## config.mk

```make
export PLATFORM = sky130hd
export DESIGN_NAME = bcd_serial_addsub
export DESIGN_NICKNAME = d
export VERILOG_FILES = /design/src/rtl/bcd_serial_addsub.sv
export SDC_FILE = /design/constraint.sdc
export NUM_CORES = 1
export LEC_CHECK = 0
export CAP_MARGIN = 30
export CORE_MARGIN = 5
export CORE_UTILIZATION = 45
export CTS_CLUSTER_DIAMETER = 100
export DETAILED_ROUTE_END_ITERATION = 10
export PLACE_DENSITY = 0.74
export SLEW_MARGIN = 20
export SYNTH_ARGS = -nofsm -noshare
export SYNTH_HDL_FRONTEND = slang
export SYNTH_SLANG_ARGS = --single-unit
```

## constraint.sdc

```tcl
create_clock -name clk -period 3.8 [get_ports clk]
set_input_delay 0.38 -clock clk [delete_from_list [all_inputs] [get_ports clk]]
set_output_delay 0.38 -clock clk [all_outputs]
set_load 0.005 [all_outputs]
```

## src/rtl/bcd_serial_addsub.sv

```systemverilog
// rtl/bcd_serial_addsub.sv - digit-serial packed-BCD adder/subtractor with start/done handshake
module bcd_serial_addsub #(
  parameter int DIGITS = 4
) (
  input  logic                  clk,
  input  logic                  rst_n,
  input  logic                  start,
  input  logic                  sub,
  input  logic                  cin,
  input  logic [4*DIGITS-1:0]   a,
  input  logic [4*DIGITS-1:0]   b,
  output logic                  busy,
  output logic                  done,
  output logic [4*DIGITS-1:0]   sum,
  output logic                  cout,
  output logic                  invalid
);

  localparam int IW = (DIGITS > 1) ? $clog2(DIGITS) : 1;

  typedef enum logic [1:0] {
    IDLE = 2'd0,
    RUN  = 2'd1,
    DONE = 2'd2
  } state_t;

  state_t              state;
  state_t              state_nx;
  logic [IW-1:0]       idx;
  logic [4*DIGITS-1:0] a_r;
  logic [4*DIGITS-1:0] b_r;
  logic                sub_r;
  logic                carry;
  logic                inv_r;
  logic                inv_in;
  logic                last_digit;
  logic [3:0]          a_d;
  logic [3:0]          b_d;
  logic [3:0]          b_eff;
  logic [3:0]          dig;
  logic [4:0]          t;
  logic                c_nx;

  assign last_digit = (idx == IW'(DIGITS - 1));

  // Flag any operand digit above 9 on the incoming operands, captured with start
  always_comb begin
    inv_in = 1'b0;
    for (int i = 0; i < DIGITS; i++) begin
      if (a[4*i +: 4] > 4'd9 || b[4*i +: 4] > 4'd9) begin
        inv_in = 1'b1;
      end
    end
  end

  // One decimal-corrected digit adder; subtraction feeds the nines' complement of B
  always_comb begin
    a_d   = a_r[{idx, 2'b00} +: 4];
    b_d   = b_r[{idx, 2'b00} +: 4];
    b_eff = sub_r ? (4'd9 - b_d) : b_d;
    t     = {1'b0, a_d} + {1'b0, b_eff} + {4'b0000, carry};
    if (t > 5'd9) begin
      dig  = t[3:0] + 4'd6;
      c_nx = 1'b1;
    end else begin
      dig  = t[3:0];
      c_nx = 1'b0;
    end
  end

  // State register
  always_ff @(posedge clk) begin
    if (!rst_n) begin
      state <= IDLE;
    end else begin
      state <= state_nx;
    end
  end

  // Next-state and handshake outputs
  always_comb begin
    state_nx = state;
    busy     = 1'b0;
    done     = 1'b0;
    case (state)
      IDLE: begin
        if (start) begin
          state_nx = RUN;
        end
      end
      RUN: begin
        busy = 1'b1;
        if (last_digit) begin
          state_nx = DONE;
        end
      end
      DONE: begin
        done     = 1'b1;
        state_nx = IDLE;
      end
      default: state_nx = IDLE;
    endcase
  end

  // Operand capture, per-digit result write-back and final flags
  always_ff @(posedge clk) begin
    if (!rst_n) begin
      a_r     <= '0;
      b_r     <= '0;
      sub_r   <= 1'b0;
      carry   <= 1'b0;
      inv_r   <= 1'b0;
      idx     <= '0;
      sum     <= '0;
      cout    <= 1'b0;
      invalid <= 1'b0;
    end else begin
      case (state)
        IDLE: begin
          if (start) begin
            a_r   <= a;
            b_r   <= b;
            sub_r <= sub;
            carry <= sub ? ~cin : cin;
            inv_r <= inv_in;
            idx   <= '0;
          end
        end
        RUN: begin
          sum[{idx, 2'b00} +: 4] <= dig;
          carry                  <= c_nx;
          if (last_digit) begin
            idx     <= '0;
            cout    <= c_nx;
            invalid <= inv_r;
          end else begin
            idx <= idx + IW'(1);
          end
        end
        default: begin
        end
      endcase
    end
  end

endmodule

```

==> Word-level counts from Yosys, hierarchy flattened <==
Index checks and enable logic that the tools add are counted.
Widths: inputs -> output; s select.
{ "classes": {"n_addsub": 6, "order_cmp": 9, "n_eq_ne": 5, "shift": 4, "muxes": 19, "n_bitwise": 1, "reduce_logical": 10} }
{ "ops": {"columns": ["cell", "n"], "rows": [
  ["$gt 4x4->1 const B", 8],
  ["$shiftx 16x5->4", 2],
  ["$bwmux 16", 1],
  ["$shift 4x6->16 const A", 1],
  ["$shiftx 4x6->16", 1],
  ["$mux 1", 9],
  ["$mux 2", 4],
  ["$mux 4", 2],
  ["$pmux 2 s2", 2],
  ["$reduce_and 2->1", 4],
  ["$neg 4->6", 1],
  ["$add 4x4->5", 1],
  ["$add 5x1->5", 1],
  ["$gt 5x4->1 const B", 1],
  ["$add 4x3->4 const B", 1],
  ["$eq 2x2->1 const B", 2],
  ["$logic_or 1x1->1", 4],
  ["$ne 2x2->1 const B", 2],
  ["$sub 4x4->4 const A", 1],
  ["$add 2x1->2 const B", 1],
  ["$eq 2x1->1 const B", 1],
  ["$logic_not 2->1", 1],
  ["$pmux 1 s2", 1],
  ["$reduce_bool 2->1", 1],
  ["$not 1->1", 1]
]} }
{ "totals": {"reg_bits": 57, "input_bits": 37, "out_inout_bits": 20, "word_cells": 64} }

==> Logic depth before layout (Yosys ltp) <==
{ "logic_depth": {"ltp_word": 9, "depth_mapped": 14, "depth_no_buf": 12} }

==> Worst setup path after synthesis <==
Ideal clock, no wire load.
{ "synth_path": {"path_kind": "register -> register", "start": "register idx[1]", "end": "register sum[10]", "t_arrival_ns": 3.851, "t_required_ns": 3.726, "slack_ns": -0.125, "path_stages_with_launch": 15, "path_cell_list": "dfxtp_1 > clkbuf_1 > mux4_2 > xnor2_1 > fa_1 > inv_1 > fa_1 > buf_2 > clkbuf_1 > inv_1 > ha_1 > a22o_1 > o31ai_2 > mux2_2 > o21ai_0"} }
{ "synth_between": {"elab_chain_len": 9} }
{ "synth_lines": {"columns": ["element", "line", "text"], "rows": [
  ["start, declared", "29", "logic [IW-1:0] idx;"],
  ["start signal, assigned", "137", "idx <= idx + IW'(1);"],
  ["$shiftx 16x5->4", "59", "b_d = b_r[{idx, 2'b00} +: 4];"],
  ["$sub 4x4->4", "60", "b_eff = sub_r ? (4'd9 - b_d) : b_d;"],
  ["$mux 4", "60", null],
  ["$add 4x4->5", "61", "t = {1'b0, a_d} + {1'b0, b_eff} + {4'b0000, carry};"],
  ["$add 5x1->5", "61", null],
  ["$add 4x3->4 or $gt 5x4->1 (tied branches)", "63, 62", null],
  ["$mux 4", "62", "if (t > 5'd9) begin"],
  ["$shiftx 4x6->16", "130", "sum[{idx, 2'b00} +: 4] <= dig;"],
  ["$bwmux 16 *", "130", null],
  ["end signal, assigned by index", "130", null],
  ["end, declared", "14", "output logic [4*DIGITS-1:0] sum,"]
]} }
Mark *: on every way between the ends. The rest lies on a longest branch, timed or not.
A chain may end at the register's enable or synchronous reset.

==> Worst setup path in the final report <==
{ "layout_path": {"start": "register idx[0]", "end": "register sum[10]"} }
The elaborated chain is that of the path after synthesis.

==> impl_metrics.ini <==
[sta]
max_freq_ghz = 0.293
fin_setup_tns_ns = 0
holdWs_ns = 0.456
drv_slew = 0
post-route-min-period_ns = 3.41
finalHoldViolCount = 0
max-slew-margin-rel_pct = 62.8
setup_viol = 0
clock_skew_ns = 0.00650
worst_slew_pin_slew_ns = 0.550
period_share_pct = 89.8
rsz0062_at_grt = false

[detailed_routing]
first_pass_iters = 4
wl_per_cell_um = 14.2
dr_total_vias = 2513
wl_met1_um = 3050
drt_iter0_markers = 88
via_per_inst = 5.30
wl_met3_um = 389
dr_wl_met2_um = 3220
dr.max_layer_used = met4
final_antenna_net_count = 0
drc = 0
finalWirelength_um = 6720

[pwr]
pwr_density_cell_nw_per_um2 = 442
clock_power_share_pct = 40.5
p_int_uw = 1190
power.share.sequential_pct = 40.0
switching_share_pct = 26.2
ir_drop_uv = 250
power_leakage_uw = 0.00135
p_switching_uw = 423
comb_power_share_pct = 19.5

[layout]
layout-drive-gt1-share_pct = 9.27
final_cell_area_sq_um = 3650
nets = 445
antenna_cells = 0
syn2layout_area_growth_pct = 31.1

[clock_network]
clockBufferDepth = 2
cts_tree = yes
clock_latency_ns = 0.34
cts_sinks = 57
clockRootBuffer = clkbuf_8
path_clk_slew_ns = 0.07
cts.htree.levels = 3
cts_resized = 0
cts-buffers-inserted = 9
holdBufCountCts = 0
cts_setup_buffers = 0

[synthesis]
synth_common_cells = 84 x nand2_1, 57 x dfxtp_1, 47 x a21oi_1
async_reset_ff_share_pct = 0
yosysMostFrequentCell = nand2_1
ys_types = 47
synth_flop_cell = dfxtp_1
yosysWarnings = 0
synthesis.nets = 389
synth_top_area_share_pct = 40.9
synth_area_leaders = dfxtp_1 41%, nand2_1 11%, a21oi_1 8.4%
ys_seq_area_share_pct = 40.9
synth_edf_count = 0
netlist_instances = 339
ys_ff_latch = 57
synth_area_sq_um = 2790
synth_top_cell_by_area = dfxtp_1
syn_avg_cell_area_sq_um = 8.22

[global_routing]
grt_pass1_wl_um = 11000
antenna_found_initial = 0
grt_pass1_vias = 2360
grt.overflow.total = 0
grt_max_degree = 39
grtUsageTotal_pct = 18.3

[worst_hold_path]
hold_path.class = flop to flop
hold-path-cell-count = 2

[critical_path]
cp.depth = 12
start_kind = flop
ff2ff_path_depth = 12
cpPeakStageDelay_ns = 0.60
path_cells = mux4_2, inv_1, ha_1, nand2_1, o21ai_0, ha_1, xnor2_1, ha_1, a22o_1, o31ai_2, mux2_2, o21ai_0
path_class = flop to flop
worst-path-max-fanout = 9
required_ns = 4.07
crit_buf_inv = 1
critPathArrivalTime_ns = 3.68
cp_slowest_cell = mux4_2
crit_path_frequent_cell = ha_1
critPathTopFamily = multiplexers
endpoint_kind = flop

[die]
fp.coreArea_sq_um = 5960
die_w_um = 88.7
io_pins = 57
die-area_sq_um = 7870
die_h_um = 88.7
initial_core_util_pct = 46.8
rows = 28

[status]
outcome = completed

[placed_design]
place.gp.congestion = 0.886
place_area_sq_um = 3420
dp_hpwl_um = 5000
io_buffers = 56

[flow_run]
drv_cap = 0
flip-flops by register name (all words and copies together), names as in the netlist:
| register | cells |
|---|---|
| sum | 16 |
| b_r | 16 |
| a_r | 16 |
| carry | 1 |
| invalid | 1 |
| sub_r | 1 |
| inv_r | 1 |
| idx | 2 |
| cout | 1 |
| state | 2 |
final timing paths:
check | end | start | slack (ns)
min | a_r[0]$_SDFFE_PN0P_ | a_r[0]$_SDFFE_PN0P_ | 0.46
min reg2reg | a_r[0]$_SDFFE_PN0P_ | a_r[0]$_SDFFE_PN0P_ | 0.46
max | sum[10]$_SDFFE_PN0P_ | idx[0]$_SDFFE_PN0P_ | 0.39
max reg2reg | sum[10]$_SDFFE_PN0P_ | idx[0]$_SDFFE_PN0P_ | 0.39
kinds of logic (layout without fill, tap and decap cells):
family | after synthesis | after routing | share of synthesized area, %
buf+inv | 30 | 90 | 4.44
compound gates | 81 | 81 | 16.6
flops | 57 | 57 | 40.9
fa+ha+maj | 13 | 13 | 6.37
simple gates | 144 | 144 | 23.2
mux | 10 | 10 | 7.23
xor+xnor | 4 | 4 | 1.26
stage by stage:
step / total power, uW / utilization, % / worst slack [ns] / cells
after floorplan: 858 / - / 0.0209 / 339
after global placement: 968 / 57.5 / 0.278 / 459
after detailed placement: 974 / 57.5 / 0.200 / 459
after CTS: 1630 / 61.3 / 0.169 / 474
after global routing: 1690 / 61.3 / 0.130 / 474
final: 1620 / 61.3 / 0.389 / 474
worst reg2reg max path: stages, from the launching register on:
cell and delay (ns):
dfxtp_2 0.50, mux4_2 0.61, inv_1 0.08, ha_1 0.22
nand2_1 0.06, o21ai_0 0.07, ha_1 0.34, xnor2_1 0.18
ha_1 0.25, a22o_1 0.24, o31ai_2 0.24, mux2_2 0.42
o21ai_0 0.14
cells in the final DEF, fill, tap and decap left out, drive strengths merged, types with 2 or more instances in the layout:
master / count
a21o: 2
a21oi: 47
a31oi: 3
a32oi: 2
and2: 2
and3: 2
and3b: 2
buf: 9
bufinv: 2
clkbuf: 13
clkdlybuf4s50: 56
dfxtp: 57
fa: 2
ha: 11
inv: 10
mux4: 8
nand2: 84
nand3: 11
nand3b: 3
nand4: 4
nor2: 19
nor3: 8
o21ai: 18
o31ai: 2
or4: 2
xnor2: 3
cell type report:
| type | instances | area, sq um |
|---|---|---|
| fill | 564 | 2300 |
| multi-input combinational | 252 | 1520 |
| sequential | 57 | 1140 |
| timing repair buffer | 65 | 628 |
| clock buffer | 13 | 169 |
| tap | 75 | 93.8 |
| clock inverter | 2 | 60.1 |
| inverter | 10 | 37.5 |
power by group through the flow:
| stage | combinational, uW | clock (uW) | sequential (uW) |
|---|---|---|---|
| after global routing | 350 | 692 | 650 |
| after global placement | 310 | 0 | 659 |
| after floorplan | 206 | 0 | 652 |
| final | 315 | 654 | 647 |
| after detailed placement | 314 | 0 | 660 |
| after CTS | 315 | 663 | 647 |
layer usage:
layer / up-vias / GRT usage, %
li1: 1291 / -
met3: 6 / 5.87
met1: 1142 / 22.4
met5: - / 0
met4: 0 / 8.38
met2: 74 / 29.1
Power figures use the tool's default switching activity.
